File: src/rtl/tinker_io_pkg.sv
// Shared defaults and helpers for the programmed-I/O port and its FIFOs.
package tinker_io_pkg;

    localparam int unsigned DATA_W_DEFAULT = 64;

    // Occupancy counters need one extra bit so that a full FIFO (level == DEPTH) is representable.
    function automatic int unsigned level_w(input int unsigned depth);
        return $clog2(depth) + 1;
    endfunction

endpackage

File: src/rtl/tinker_io_port_fifo.sv
// Single-clock FIFO with combinational head; push into a full FIFO is allowed when a pop happens in the same cycle.
module io_fifo
    import tinker_io_pkg::*;
#(
    parameter int unsigned DEPTH  = 8,
    parameter int unsigned DATA_W = DATA_W_DEFAULT
) (
    input  logic                       clk,
    input  logic                       reset,
    input  logic                       push,
    input  logic [DATA_W-1:0]          push_data,
    input  logic                       pop,
    output logic [DATA_W-1:0]          head,
    output logic [level_w(DEPTH)-1:0]  level,
    output logic                       full,
    output logic                       empty
);

    localparam int unsigned PW = $clog2(DEPTH);
    localparam int unsigned LW = level_w(DEPTH);

    logic [DATA_W-1:0] mem [DEPTH];
    logic [PW-1:0]     wr_ptr;
    logic [PW-1:0]     rd_ptr;
    logic              do_push;
    logic              do_pop;

    assign full    = (level == LW'(DEPTH));
    assign empty   = (level == '0);
    assign do_pop  = pop & ~empty;
    assign do_push = push & (~full | do_pop);
    assign head    = mem[rd_ptr];

    always_ff @(posedge clk) begin
        if (do_push) begin
            mem[wr_ptr] <= push_data;
        end
    end

    always_ff @(posedge clk or negedge reset) begin
        if (!reset) begin
            wr_ptr <= '0;
            rd_ptr <= '0;
            level  <= '0;
        end else begin
            if (do_push) begin
                wr_ptr <= wr_ptr + 1'b1;
            end
            if (do_pop) begin
                rd_ptr <= rd_ptr + 1'b1;
            end
            if (do_push && !do_pop) begin
                level <= level + 1'b1;
            end else if (do_pop && !do_push) begin
                level <= level - 1'b1;
            end
        end
    end

endmodule

File: src/rtl/tinker_io_port.sv
// Peripheral side of the CPU programmed-I/O port: CPU writes feed a TX FIFO, CPU reads drain an RX FIFO.
module tinker_io_port
    import tinker_io_pkg::*;
#(
    parameter int unsigned DEPTH  = 8,
    parameter int unsigned DATA_W = DATA_W_DEFAULT
) (
    input  logic                       clk,
    input  logic                       reset,
    input  logic                       out_signal,
    input  logic [DATA_W-1:0]          out_data,
    input  logic                       in_signal,
    output logic [DATA_W-1:0]          in_data,
    output logic                       tx_valid,
    output logic [DATA_W-1:0]          tx_data,
    input  logic                       tx_ready,
    input  logic                       rx_valid,
    input  logic [DATA_W-1:0]          rx_data,
    output logic                       rx_ready,
    output logic [level_w(DEPTH)-1:0]  tx_level,
    output logic [level_w(DEPTH)-1:0]  rx_level,
    output logic                       overflow,
    output logic                       underflow
);

    logic              out_prev;
    logic              in_prev;
    logic              out_evt;
    logic              in_evt;
    logic              tx_pop;
    logic              tx_full;
    logic              tx_empty;
    logic              rx_push;
    logic              rx_full;
    logic              rx_empty;
    logic [DATA_W-1:0] rx_head;

    assign out_evt  = out_signal & ~out_prev;
    assign in_evt   = in_signal & ~in_prev;
    assign tx_valid = ~tx_empty;
    assign tx_pop   = tx_valid & tx_ready;
    assign rx_ready = ~rx_full;
    assign rx_push  = rx_valid & rx_ready;
    // The CPU samples in_data in the same cycle it raises in_signal, so the head must be visible combinationally.
    assign in_data  = rx_empty ? '0 : rx_head;

    io_fifo #(.DEPTH(DEPTH), .DATA_W(DATA_W)) u_tx (
        .clk       (clk),
        .reset     (reset),
        .push      (out_evt),
        .push_data (out_data),
        .pop       (tx_ready),
        .head      (tx_data),
        .level     (tx_level),
        .full      (tx_full),
        .empty     (tx_empty)
    );

    io_fifo #(.DEPTH(DEPTH), .DATA_W(DATA_W)) u_rx (
        .clk       (clk),
        .reset     (reset),
        .push      (rx_push),
        .push_data (rx_data),
        .pop       (in_evt),
        .head      (rx_head),
        .level     (rx_level),
        .full      (rx_full),
        .empty     (rx_empty)
    );

    always_ff @(posedge clk or negedge reset) begin
        if (!reset) begin
            out_prev  <= 1'b0;
            in_prev   <= 1'b0;
            overflow  <= 1'b0;
            underflow <= 1'b0;
        end else begin
            out_prev <= out_signal;
            in_prev  <= in_signal;
            if (out_evt && tx_full && !tx_pop) begin
                overflow <= 1'b1;
            end
            if (in_evt && rx_empty) begin
                underflow <= 1'b1;
            end
        end
    end

endmodule

File: config.mk
export PLATFORM = sky130hd
export DESIGN_NAME = tinker_io_port
export DESIGN_NICKNAME = d
export VERILOG_FILES = /design/src/rtl/tinker_io_pkg.sv /design/src/rtl/tinker_io_port_fifo.sv /design/src/rtl/tinker_io_port.sv
export SDC_FILE = /design/constraint.sdc
export NUM_CORES = 1
export LEC_CHECK = 0
export CAP_MARGIN = 20
export CORE_MARGIN = 2
export CORE_UTILIZATION = 40
export CTS_BUF_LIST = sky130_fd_sc_hd__clkbuf_16
export CTS_CLUSTER_SIZE = 8
export DETAILED_ROUTE_END_ITERATION = 16
export HOLD_SLACK_MARGIN = 0.08
export PLACE_DENSITY = 0.58
export SETUP_SLACK_MARGIN = 0.02
export SLEW_MARGIN = 40
export SYNTH_ARGS = -nofsm -noshare
export SYNTH_HDL_FRONTEND = slang
export SYNTH_HIERARCHICAL = 1
export SYNTH_SLANG_ARGS = --single-unit
File: constraint.sdc
create_clock -name clk -period 16.35 [get_ports clk]
set_clock_uncertainty 0.05 [all_clocks]
set_input_delay 1.635 -clock clk [delete_from_list [all_inputs] [get_ports clk]]
set_output_delay 1.635 -clock clk [all_outputs]
set_load 0.01 [all_outputs]
=== Word level (Yosys, flattened, before mapping) ===
Memory sizes are Yosys's and may differ from the RTL's.
Index checks and enable logic that the tools add are counted.

* Word-level logic and storage cells: 61
* Output and inout bits: 140
* Memories: 2
* Register bits after elaboration: 24
* RAM bits: 1024

* Eq/ne operators: 2
* Reduce and logical (&&, ||, !) cells: 15
* Bitwise operators: 15
* Add/sub/neg operators: 8
* Mux-type cells: 9

{| class="wikitable"
|+ Memories
! memory !! depth !! bits a word !! rd ports !! clocked after Yosys merged registers in !! wr ports !! line !! text
|-
| u_rx.mem || 8 || 64 || 1 || 0 || 1 || tinker_io_port_fifo.sv:22 || <nowiki>logic [DATA_W-1:0] mem [DEPTH];</nowiki>
|-
| u_tx.mem || 8 || 64 || 1 || 0 || 1 || tinker_io_port_fifo.sv:22 ||
|}

{| class="wikitable"
|+ Operators with widths
! cell !! number
|-
| 2-to-1 mux 64 bit || 1
|-
| 2-to-1 mux 4 bit || 4
|-
| adder 3 x 1 -> 3 bit (second input constant) || 4
|-
| adder 4 x 1 -> 4 bit (second input constant) || 2
|-
| == test 4 bit (second input constant) || 2
|-
| logical NOT 4 bit || 2
|-
| subtractor 4 x 1 -> 4 bit (second input constant) || 2
|-
| bitwise AND 1 bit || 7
|-
| logical AND 1 bit || 7
|-
| NOT 1 bit || 6
|-
| logical NOT 1 bit || 4
|-
| 2-to-1 mux 1 bit || 4
|-
| nonzero test 2 bit || 2
|-
| OR 1 bit || 2
|}

=== Longest topological paths before layout ===
Gate-level depths: netlist (run 1).

* Depth after elaboration: 9
* Mapped depth: 11
* Mapped depth without buffers: 11

=== Hierarchy ===
Netlist (run 1), hierarchy kept.

{| class="wikitable"
|+ Modules (own cells, without submodules)
! module !! cells each !! times used !! area each (µm²)
|-
| io_fifo || 802 || 2 || 19861.5
|-
| tinker_io_port || 83 || 1 || 621.8
|}

=== Worst setup path before layout (run 1) ===
OpenSTA, ideal clock, no wires.

* Path kind: input port to flip-flop
* Start point: input port in_signal
* End point: memory u_rx/mem[0][0] (netlist bit) (enable)
* Path slack: 7.448 ns
* Stages on the path: 3
* Arrival time: 8.209 ns
* Buffers on the path: 0
* Library setup time: 0.644 ns
* Cell sequence: nor2b_1 -> o21ai_4 -> nor4_1

* Cells in the longest elaborated chain, start to end: 6

{| class="wikitable"
|+ Ends and longest elaborated chain
! item !! line !! text
|-
| start: declaration || tinker_io_port.sv:12 || <nowiki>input logic in_signal,</nowiki>
|-
| bitwise AND 1 bit || tinker_io_port.sv:39 || <nowiki>assign in_evt = in_signal & ~in_prev;</nowiki>
|-
| bitwise AND 1 bit || tinker_io_port_fifo.sv:30 || <nowiki>assign do_pop = pop & ~empty;</nowiki>
|-
| OR 1 bit || tinker_io_port_fifo.sv:31 || <nowiki>assign do_push = push & (~full | do_pop);</nowiki>
|-
| bitwise AND 1 bit || tinker_io_port_fifo.sv:31 ||
|-
| 2-to-1 mux 1 bit || tinker_io_port_fifo.sv:35 || <nowiki>if (do_push) begin</nowiki>
|-
| 2-to-1 mux 1 bit (implied by the code) || tinker_io_port_fifo.sv:36 || <nowiki>mem[wr_ptr] <= push_data;</nowiki>
|-
| end: declaration || tinker_io_port_fifo.sv:22 ||
|}

Every way passes these cells.

=== Worst setup path after layout (run 1) ===
* Start point: register u_rx.rd_ptr[0]
* End point: output port in_data[6]

* Cells in the longest elaborated chain, start to end: 2

{| class="wikitable"
|+ Ends and longest elaborated chain
! item !! line !! text
|-
| start: declaration || tinker_io_port_fifo.sv:24 || <nowiki>logic [PW-1:0] rd_ptr;</nowiki>
|-
| start signal: assignment || tinker_io_port_fifo.sv:50 || <nowiki>rd_ptr <= rd_ptr + 1'b1;</nowiki>
|-
| memory read (8 x 64 bit) || -- ||
|-
| via rx_head[6] || tinker_io_port.sv:36 || <nowiki>logic [DATA_W-1:0] rx_head;</nowiki>
|-
| 2-to-1 mux 64 bit || tinker_io_port.sv:45 || <nowiki>assign in_data = rx_empty ? '0 : rx_head;</nowiki>
|-
| end: declaration || tinker_io_port.sv:13 || <nowiki>output logic [DATA_W-1:0] in_data,</nowiki>
|}

The timed path passes the listed nets, and every way through them passes these cells.

==> out/qor.txt, run 1 <==
drc violations -> 0
RSZ-0062 raised after global routing -> no
sequential-to-total area share from yosys stat -> 0.7771
synth warn -> 6
critical path's most frequent cell -> buf_6
Die Wd -> 321.6 µm
Die H -> 321.6 µm
Final HPWL DP -> 48,070 µm
worst vdd ir -> 0.1590 mV
share of post-route cells with drive strength above 1 -> 0.2970
GR Util All Layers -> 0.1719
worst endpoint required time -> 14,660 ps
Initial Utilization -> 0.4034
gr busiest metal -> met2
Synth-to-Final Area Change -> 20.88%
Pleak -> 15.52 nW
slowest library cell on the worst path -> buf_6
fillers -> 7,957
met2 Usage GRT -> 0.2857
Top FF cell, synth -> edfxtp_1
met1 usage -> 0.2163
CP bufs+invs -> 4
worst hold margin -> 411.8 ps
H-tree Lvls -> 4
share of the clock period used by the worst path -> 0.3795
final worst slack -> 10,150 ps
setup_tns -> 0 ps
max incr delay on CP -> 660 ps
syn nets -> 1,833
Critical Path, Cell by Cell -> buf_12, buf_6, buf_6, mux4_2, mux2_2, nor2b_1, clkdlybuf4s50_1
critical path startpoint category -> flop
CP Class -> flop to output pin
vias per cell -> 5.392
CP endpoint -> in_data[6]
vias in the first global route -> 20,200
RR Startpoint -> u_rx/level[0]
Hold Violations, Final -> 0
Max Clock Freq -> 161.2 MHz
# hold bufs at CTS -> 0
final WL -> 87,550 µm
Cell Rows -> 116
CTS tree -> yes
number of buffers created by CTS -> 149
Netlist cell types -> 35
DRT Pass-1 Iters -> 5
Core Box Area -> 100,000 µm²
hold depth -> 1
Hold WC Path Type -> flop to flop
Critical path origin -> u_rx/rd_ptr[0]
DR vias -> 18,350
CP Max Fanout -> 50
Worst path depth -> 7
# port buffers -> 273
worst slew pin tran -> 820.2 ps
die area -> 103,400 µm²
largest net degree at the start of global routing -> 69
Max Buffers Root-to-Sink -> 3
Synth Instances -> 1,687
Mean Syn Cell Area -> 23.92 µm²
Sinks on Clock Net -> 1,048
ys async rst share -> 0.02290
WL/cell -> 25.73 µm
WP data arrival -> 4520 ps
Post-CTS Setup Bufs -> 0
maxcap violations -> 0
top cell type's share of synthesized area -> 0.7622
CP endpoint kind -> output pin
Ports -> 274
Post-Syn Area -> 40,340 µm²
slew margin rel. -> 0.4508
global route overflow -> 0
Root Driver -> clkbuf_16
worst reg2reg path depth -> 7
Post-synth EDFFs -> 1,024
Layout Nets -> 2,222
DP Worst Slack -> 10,630 ps
initial drt markers -> 1,149
latest clock arrival within the worst-skew pair -> 710 ps
status -> complete, no violations
area leader, netlist -> edfxtp_1
GR Layer Usage met3 -> 0.04873
min cycle time layout -> 6205 ps
global-route wire length before repair -> 129,900 µm
#FFs+latches synth -> 1,048
final slew viol count -> 0
worst flop-to-flop path endpoint -> u_rx/mem[7][18]
Power Density -> 184.1 nW/µm²
flop-to-flop setup slack -> 13,000 ps
Post-DRT Antenna Nets -> 0
initial antenna violation count -> 17
GP Congestion -> 0.6936
Synth area leaders -> edfxtp_1 76%, mux4_2 14%, mux2_2 3.7%, dfrtp_1 1.5%, nor2b_1 1.0%
Worst-path clk slew -> 50 ps
CP top delay family -> buffers and inverters
Resized cells post-CTS -> 0
Setup-failing EPs final -> 0
[through the flow]
stage | total power, mW | area (µm²) | cells | util
floorplan | 5.245 | 40340 | 1687 | -
global placement | 6.365 | 44610 | 3220 | 0.4460
detailed placement | 6.405 | 44710 | 3222 | 0.4471
CTS | 9.135 | 48730 | 3398 | 0.4873
global route | 9.397 | 48770 | 3403 | 0.4877
finish | 8.980 | 48770 | 3403 | 0.4877
[cell usage after synthesis (all sizes together), types with 10 or more instances]
| master | count |
|---|---|
| nor2b | 67 |
| mux4 | 256 |
| buf | 57 |
| dfrtp | 24 |
| edfxtp | 1024 |
| ha | 10 |
| inv | 10 |
| mux2 | 134 |
| xnor2 | 10 |
| clkbuf | 22 |
| nor3 | 10 |
[routing by layer]
| metal | part of all wire | vias to the layer above |
|---|---|---|
| li1 | - | 7867 |
| met1 | 0.41 | 9867 |
| met2 | 0.50 | 429 |
| met3 | 0.060 | 160 |
| met4 | 0.025 | 26 |
| met5 | 0.0019 | - |
[how the worst min path moves through the flow]
stage | from | slack [ps] | to
floorplan | underflow | 440 | underflow
global placement | overflow | 400 | overflow
detailed placement | underflow | 410 | underflow
CTS | underflow | 420 | underflow
global route | underflow | 450 | underflow
finish | underflow | 410 | underflow
[where the power goes]
| part | switching [mW] | internal [mW] |
|---|---|---|
| sequential | 0.195 | 3.30 |
| clock | 1.03 | 1.65 |
| combinational | 1.29 | 1.51 |
[cell type report]
| type | instances | area, µm² | share of cell area |
|---|---|---|---|
| Antenna cell | 4 | 10.01 | 0.0002052 |
| Timing Repair Buffer | 317 | 3164 | 0.06488 |
| Inverter | 10 | 37.54 | 0.0007697 |
| Tap cell | 1298 | 1624 | 0.03330 |
| Multi-Input combinational cell | 550 | 8539 | 0.1751 |
| Sequential cell | 1048 | 31370 | 0.6433 |
| Clock buffer | 152 | 3804 | 0.07799 |
| Clock inverter | 24 | 216.5 | 0.004439 |
[layout by cell type (no fill, tap or decap), types with 3 or more instances in the layout]
cell type | Yosys | layout
clkbuf_16 | 0 | 152
diode_2 | 0 | 4
clkdlybuf4s50_1 | 0 | 273
nor3_2 | 0 | 8
inv_1 | 10 | 24
buf_12 | 0 | 3
dfrtp_1 | 24 | 18
a21oi_1 | 4 | 4
o211ai_1 | 8 | 8
nor2_4 | 0 | 6
ha_1 | 10 | 10
mux2_2 | 132 | 132
nand2_1 | 6 | 6
xnor2_1 | 10 | 10
buf_6 | 28 | 17
dfrtp_4 | 0 | 6
nand3_1 | 4 | 4
mux4_2 | 256 | 256
nor2b_1 | 67 | 67
nand2b_1 | 5 | 5
inv_6 | 0 | 3
edfxtp_1 | 1024 | 1024
buf_4 | 4 | 24
[cells by family after synthesis]
kind of cell             share of synthesized area
AO/OA/AOI/OAI                             0.004807
XOR/XNOR                                  0.002605
adder cells (fa/ha/maj)                   0.004094
buffers and inverters                      0.01408
flip-flops                                  0.7771
multiplexers                                0.1808
AND/OR/NAND/NOR                            0.01656
[worst register-to-register path, cell delays in order (launching register included)]
cell	delay [ps]
dfrtp_1	540
or4b_4	240
inv_1	60
nor2b_1	290
o211ai_1	390
nor2_4	170
buf_4	530
buf_4	680
[sequential cells by signal, indices dropped and copies added (netlist names)]
register	count
u_rx/mem	512
u_tx/mem	512
u_rx/level	4
u_tx/level	4
u_rx/rd_ptr	3
u_rx/wr_ptr	3
u_tx/rd_ptr	3
u_tx/wr_ptr	3
in_prev	1
out_prev	1
overflow	1
underflow	1
Power figures use the tool's default switching activity.
==> inputs of run 2 (changes only) <==
Settings changed: PLACE_DENSITY 0.58 to 0.6.
Clock period 16.35 ns to 5.53 ns, I/O delays scaled along.
==> run 2 against run 1 <==
  * Setup slack got worse by 8800 ps
  * Die area did not move
  * First-iteration DRC count rose by 9.6%
  * Cell count barely moved
  * Largest power group unchanged
  * Critical path depth fell by 2
  * Total power rose to 3.0 times the previous value
  * Via count fell by 0.15%
  * Highest routed layer unchanged
  * Clock-buffer cell count fell by 3
  * Sequential share of layout area fell by 0.41 points
  * Sequential power rose to 3.0 times the previous value
  * Clock power rose to 3.0 times the previous value
==> out/qor.txt, run 2 (same netlist as run 1, synthesis figures left out) <==
share of the clock period used by the worst path -> 0.7551
Post-DRT Antenna Nets -> 0
# port buffers -> 273
largest net degree at the start of global routing -> 65
combinational share of power -> 0.309
critical path startpoint category -> flop
CP Class -> flop to output pin
GP Congestion -> 0.7056
global-route wire length before repair -> 130,600 µm
initial drt markers -> 1,259
Hold Violations, Final -> 0
Initial Utilization -> 0.4034
latest clock arrival within the worst-skew pair -> 730 ps
Ports -> 274
Pleak -> 15.60 nW
WL/cell -> 25.64 µm
vias per cell -> 5.389
worst endpoint required time -> 4930 ps
Layout Nets -> 2,218
Die Wd -> 321.6 µm
Setup-failing EPs final -> 0
Psw -> 7.694 mW
RSZ-0062 raised after global routing -> no
Post-CTS Setup Bufs -> 0
GR Util All Layers -> 0.1716
Cell Rows -> 116
Hold WC Path Type -> input pin to asynchronous set/reset pin
worst slew pin tran -> 813.8 ps
Max Clock Freq -> 239.5 MHz
final WL -> 87,180 µm
H-tree Lvls -> 4
worst reg2reg path depth -> 11
WP data arrival -> 3570 ps
Die H -> 321.6 µm
Internal Pwr Total -> 19.12 mW
die area -> 103,400 µm²
Core Box Area -> 100,000 µm²
Final HPWL DP -> 47,500 µm
clock share of power -> 0.302
Root Driver -> clkbuf_16
setup_tns -> 0 ps
Resized cells post-CTS -> 0
final slew viol count -> 0
Max Buffers Root-to-Sink -> 3
maxcap violations -> 0
# hold bufs at CTS -> 0
Sinks on Clock Net -> 1,048
number of buffers created by CTS -> 149
fillers -> 7,902
commonest non-fill, non-tap cell in the layout -> edfxtp_1
DRT Pass-1 Iters -> 7
CP Max Fanout -> 51
Synth-to-Final Area Change -> 21.64%
most frequent cells in the layout -> 1,024 x edfxtp_1, 273 x clkdlybuf4s50_1, 256 x mux4_2
status -> complete, no violations
top flop regs -> u_rx/mem x512, u_tx/mem x512
register share of total power -> 0.389
Placed Instances -> 3,217
CTS tree -> yes
initial antenna violation count -> 9
worst vdd ir -> 0.3814 mV
vias in the first global route -> 20,250
CP endpoint kind -> output pin
slew margin rel. -> 0.4575
min cycle time layout -> 4176 ps
share of post-route cells with drive strength above 1 -> 0.2967
DR vias -> 18,320
Power Density -> 546.3 nW/µm²
Finished Layout Cells -> 3,400
drc violations -> 0
global route overflow -> 0
switch share -> 0.2870
Worst-path clk slew -> 60 ps
[run 2: path summary, 6_finish.rpt]
path | start | to | slack [ps]
setup / recovery | u_rx/rd_ptr[0] | in_data[5] | 1350
hold / removal | reset | u_tx/level[3] | 160
setup reg to reg | u_rx/level[0] | u_rx/level[3] | 2190
hold reg to reg | underflow | underflow | 410
max in group asynchronous | reset | u_rx/rd_ptr[1] | 4960
min in group clk | in_signal | in_prev | 260
[run 2: per-layer routing]
layer,global-route usage,wire length [µm],vias up
met5,0,89,-
met4,0.05379,1594,14
met3,0.04458,5029,142
met2,0.2818,43620,463
met1,0.2243,36850,9858
li1,-,-,7844
[run 2: cell type report]
| cell class | instances | area, µm² | area share |
|---|---|---|---|
| Sequential cell | 1048 | 31370 | 0.6393 |
| Multi-Input combinational cell | 550 | 8591 | 0.1750 |
| Clock buffer | 149 | 3729 | 0.07597 |
| Timing Repair Buffer | 313 | 3282 | 0.06687 |
| Tap cell | 1298 | 1624 | 0.03309 |
| Clock inverter | 30 | 436.7 | 0.008898 |
| Inverter | 10 | 37.54 | 0.0007648 |
| Antenna cell | 2 | 5.005 | 0.0001020 |
[run 2: critical path, cell delays in order (launching register included)]
cell	delay (ps)
dfrtp_4	790
buf_12	450
mux4_2	560
mux2_2	270
nor2b_1	140
clkdlybuf4s50_1	580
[run 2: power groups by stage]
stage               Sequential, mW  Clock, mW  Combinational [mW]
floorplan                     10.2          0                5.31
global placement              10.7          0                8.24
detailed placement            10.6          0                8.42
CTS                           10.5       8.30                8.48
global route                  10.5       8.65                8.86
finish                        10.4       8.08                8.28
[run 2: per-stage QoR]
stage	area, µm²	worst slack (ps)	hold slack [ps]	utilization	power (mW)
2_1_floorplan	40380	-686.6	207.4	-	15.49
3_3_place_gp	44840	2028	397.5	0.4484	18.90
3_5_place_dp	44890	1994	405.9	0.4489	19.03
4_1_cts	49050	1194	105.8	0.4905	27.25
5_1_grt	49070	1120	159.8	0.4907	28.06
6_report	49080	1354	162.0	0.4908	26.81
==> inputs of run 3 (changes only) <==
Clock period 5.53 ns to 3.5 ns, I/O delays scaled along.
==> run 3 against run 2 <==
  * Clock power grew 57%
  * Cell count increased by 2.6%
  * Global-route usage is 0.41 points higher
  * Clock-buffer cell count up 3
  * Setup slack got worse by 1300 ps
  * Die area is the same
==> out/qor.txt, run 3 (same netlist as run 1, synthesis figures left out) <==
register share of total power -> 0.372
share of the clock period used by the worst path -> 0.9754
die area -> 103,400 µm²
initial antenna violation count -> 15
worst vdd ir -> 0.6163 mV
switch share -> 0.2862
vias per cell -> 5.386
Pleak -> 16.38 nW
CP Class -> flop to output pin
share of post-route cells with drive strength above 1 -> 0.3255
DR vias -> 18,780
CP endpoint -> in_data[51]
status -> complete, no violations
DP Worst Slack -> 312.7 ps
CP endpoint kind -> output pin
total power -> 43.27 mW
clock share of power -> 0.293
CP Max Fanout -> 10
Layout Nets -> 2,301
# port buffers -> 273
DRT Pass-1 Iters -> 6
Critical path origin -> u_rx/rd_ptr[0]
Critical Path, Cell by Cell -> buf_4, mux4_2, mux2_2, nor2b_1, clkdlybuf4s50_1
worst flop-to-flop path endpoint -> u_rx/level[3]
Synth-to-Final Area Change -> 24.43%
multi-input combinational cell area -> 8606 µm²
Power Density -> 861.9 nW/µm²
Internal Pwr Total -> 30.89 mW
GR Util All Layers -> 0.1757
maxcap violations -> 0
WL/cell -> 25.82 µm
Hold WC Path Type -> input pin to flop
setup_tns -> 0 ps
Post-DRT Antenna Nets -> 0
Max Buffers Root-to-Sink -> 3
most frequent cells in the layout -> 1,024 x edfxtp_1, 256 x mux4_2, 219 x clkdlybuf4s50_1
max incr delay on CP -> 540 ps
final worst slack -> 86.22 ps
Setup-failing EPs final -> 0
CTS tree -> yes
drc violations -> 0
initial drt markers -> 1,300
Core Box Area -> 100,000 µm²
GP Congestion -> 0.7416
final slew viol count -> 0
Cell Rows -> 116
WP data arrival -> 3010 ps
worst slew pin tran -> 700.7 ps
Initial Utilization -> 0.4034
Sinks on Clock Net -> 1,048
min cycle time layout -> 3414 ps
Worst-path clk slew -> 50 ps
vias in the first global route -> 20,490
Final HPWL DP -> 50,750 µm
top flop regs -> u_rx/mem x512, u_tx/mem x512
flop-to-flop setup slack -> 270 ps
slowest library cell on the worst path -> mux4_2
global route overflow -> 0
Placed Instances -> 3,260
RR Startpoint -> u_rx/level[0]
Psw -> 12.38 mW
latest clock arrival within the worst-skew pair -> 730 ps
worst reg2reg path depth -> 9
Die Wd -> 321.6 µm
fillers -> 7,815
H-tree Lvls -> 4
combinational share of power -> 0.335
RSZ-0062 raised after global routing -> yes
critical path startpoint category -> flop
Max Clock Freq -> 292.9 MHz
number of buffers created by CTS -> 149
Die H -> 321.6 µm
commonest non-fill, non-tap cell in the layout -> edfxtp_1
slew margin rel. -> 0.5314
worst endpoint required time -> 3100 ps
Sequential cell area -> 31,370 µm²
final WL -> 90,040 µm
Ports -> 274
Root Driver -> clkbuf_16
global-route wire length before repair -> 133,000 µm
post-layout util -> 0.5020
largest net degree at the start of global routing -> 66
Hold Violations, Final -> 0
Finished Layout Cells -> 3,487
## run 3: changes by cell type in the layout (fill, tap and decap cells not counted), sizes merged, moves of 7 or more
cell,change
clkdlybuf4s50,-54
dlygate4sd2,+23
buf,+77
clkdlybuf4s15,+11
dlymetal6s2s,+17
clkbuf,+7
## run 3: worst min-delay path by stage
stage | to | start | slack (ps) | depth (start not counted)
after floorplan | in_prev | reset | 4 | 0
after global placement | overflow | overflow | 410 | 1
after detailed placement | u_tx/rd_ptr[0] | reset | 290 | 1
after CTS | u_rx/mem[6][14] | rx_data[14] | 240 | 1
after global routing | u_rx/mem[6][33] | rx_data[33] | 280 | 1
final | u_tx/mem[6][56] | out_data[56] | 300 | 1
## run 3: metrics by stage
stage	hold slack, ps	instance area [µm²]
floorplan	4.409	40450
global placement	409.8	45570
detailed placement	288.8	45570
CTS	237.4	49940
global route	283.1	50190
finish	300.1	50200
## run 3: timing repair
| action | 4_1_cts | 5_1_grt |
|---|---|---|
| buffers inserted | 18 | 13 |
| gates cloned | 2 | 2 |
| gates resized for setup | 43 | 34 |
| hold buffers | 5 | 0 |
| setup endpoints to repair | 116 | 45 |
| hold endpoints to repair | 26 | 0 |
## run 3: layout make-up
cell class,instances,area share
multi-input combinational,550,0.1714
clock buffer,152,0.07577
inverter,10,0.0007976
clock inverter,25,0.005334
timing repair buffer,396,0.08900
tap,1298,0.03235
antenna,8,0.0003988
sequential,1048,0.6249
## run 3: power by group through the flow
stage | clock network (mW) | logic (mW) | registers, mW
floorplan | 0 | 8.41 | 16.1
global placement | 0 | 14.1 | 16.4
detailed placement | 0 | 14.1 | 16.5
CTS | 13.0 | 14.6 | 16.1
global route | 13.5 | 15.5 | 16.2
finish | 12.7 | 14.5 | 16.1
## run 3: worst max-delay path: cells and delay by family (launching register included)
kind,cells,cell delay [ps]
buf+inv,2,800
flops,1,500
mux,2,820
simple gates,1,170
## run 3: metal layers
metal  GRT usage  up-vias  wire (µm)
met2      0.2897      510      45240
li1            -     8044          -
met4     0.05857       16       1906
met3     0.04779      143       5745
met1      0.2257    10070      37060
met5           0        -        100
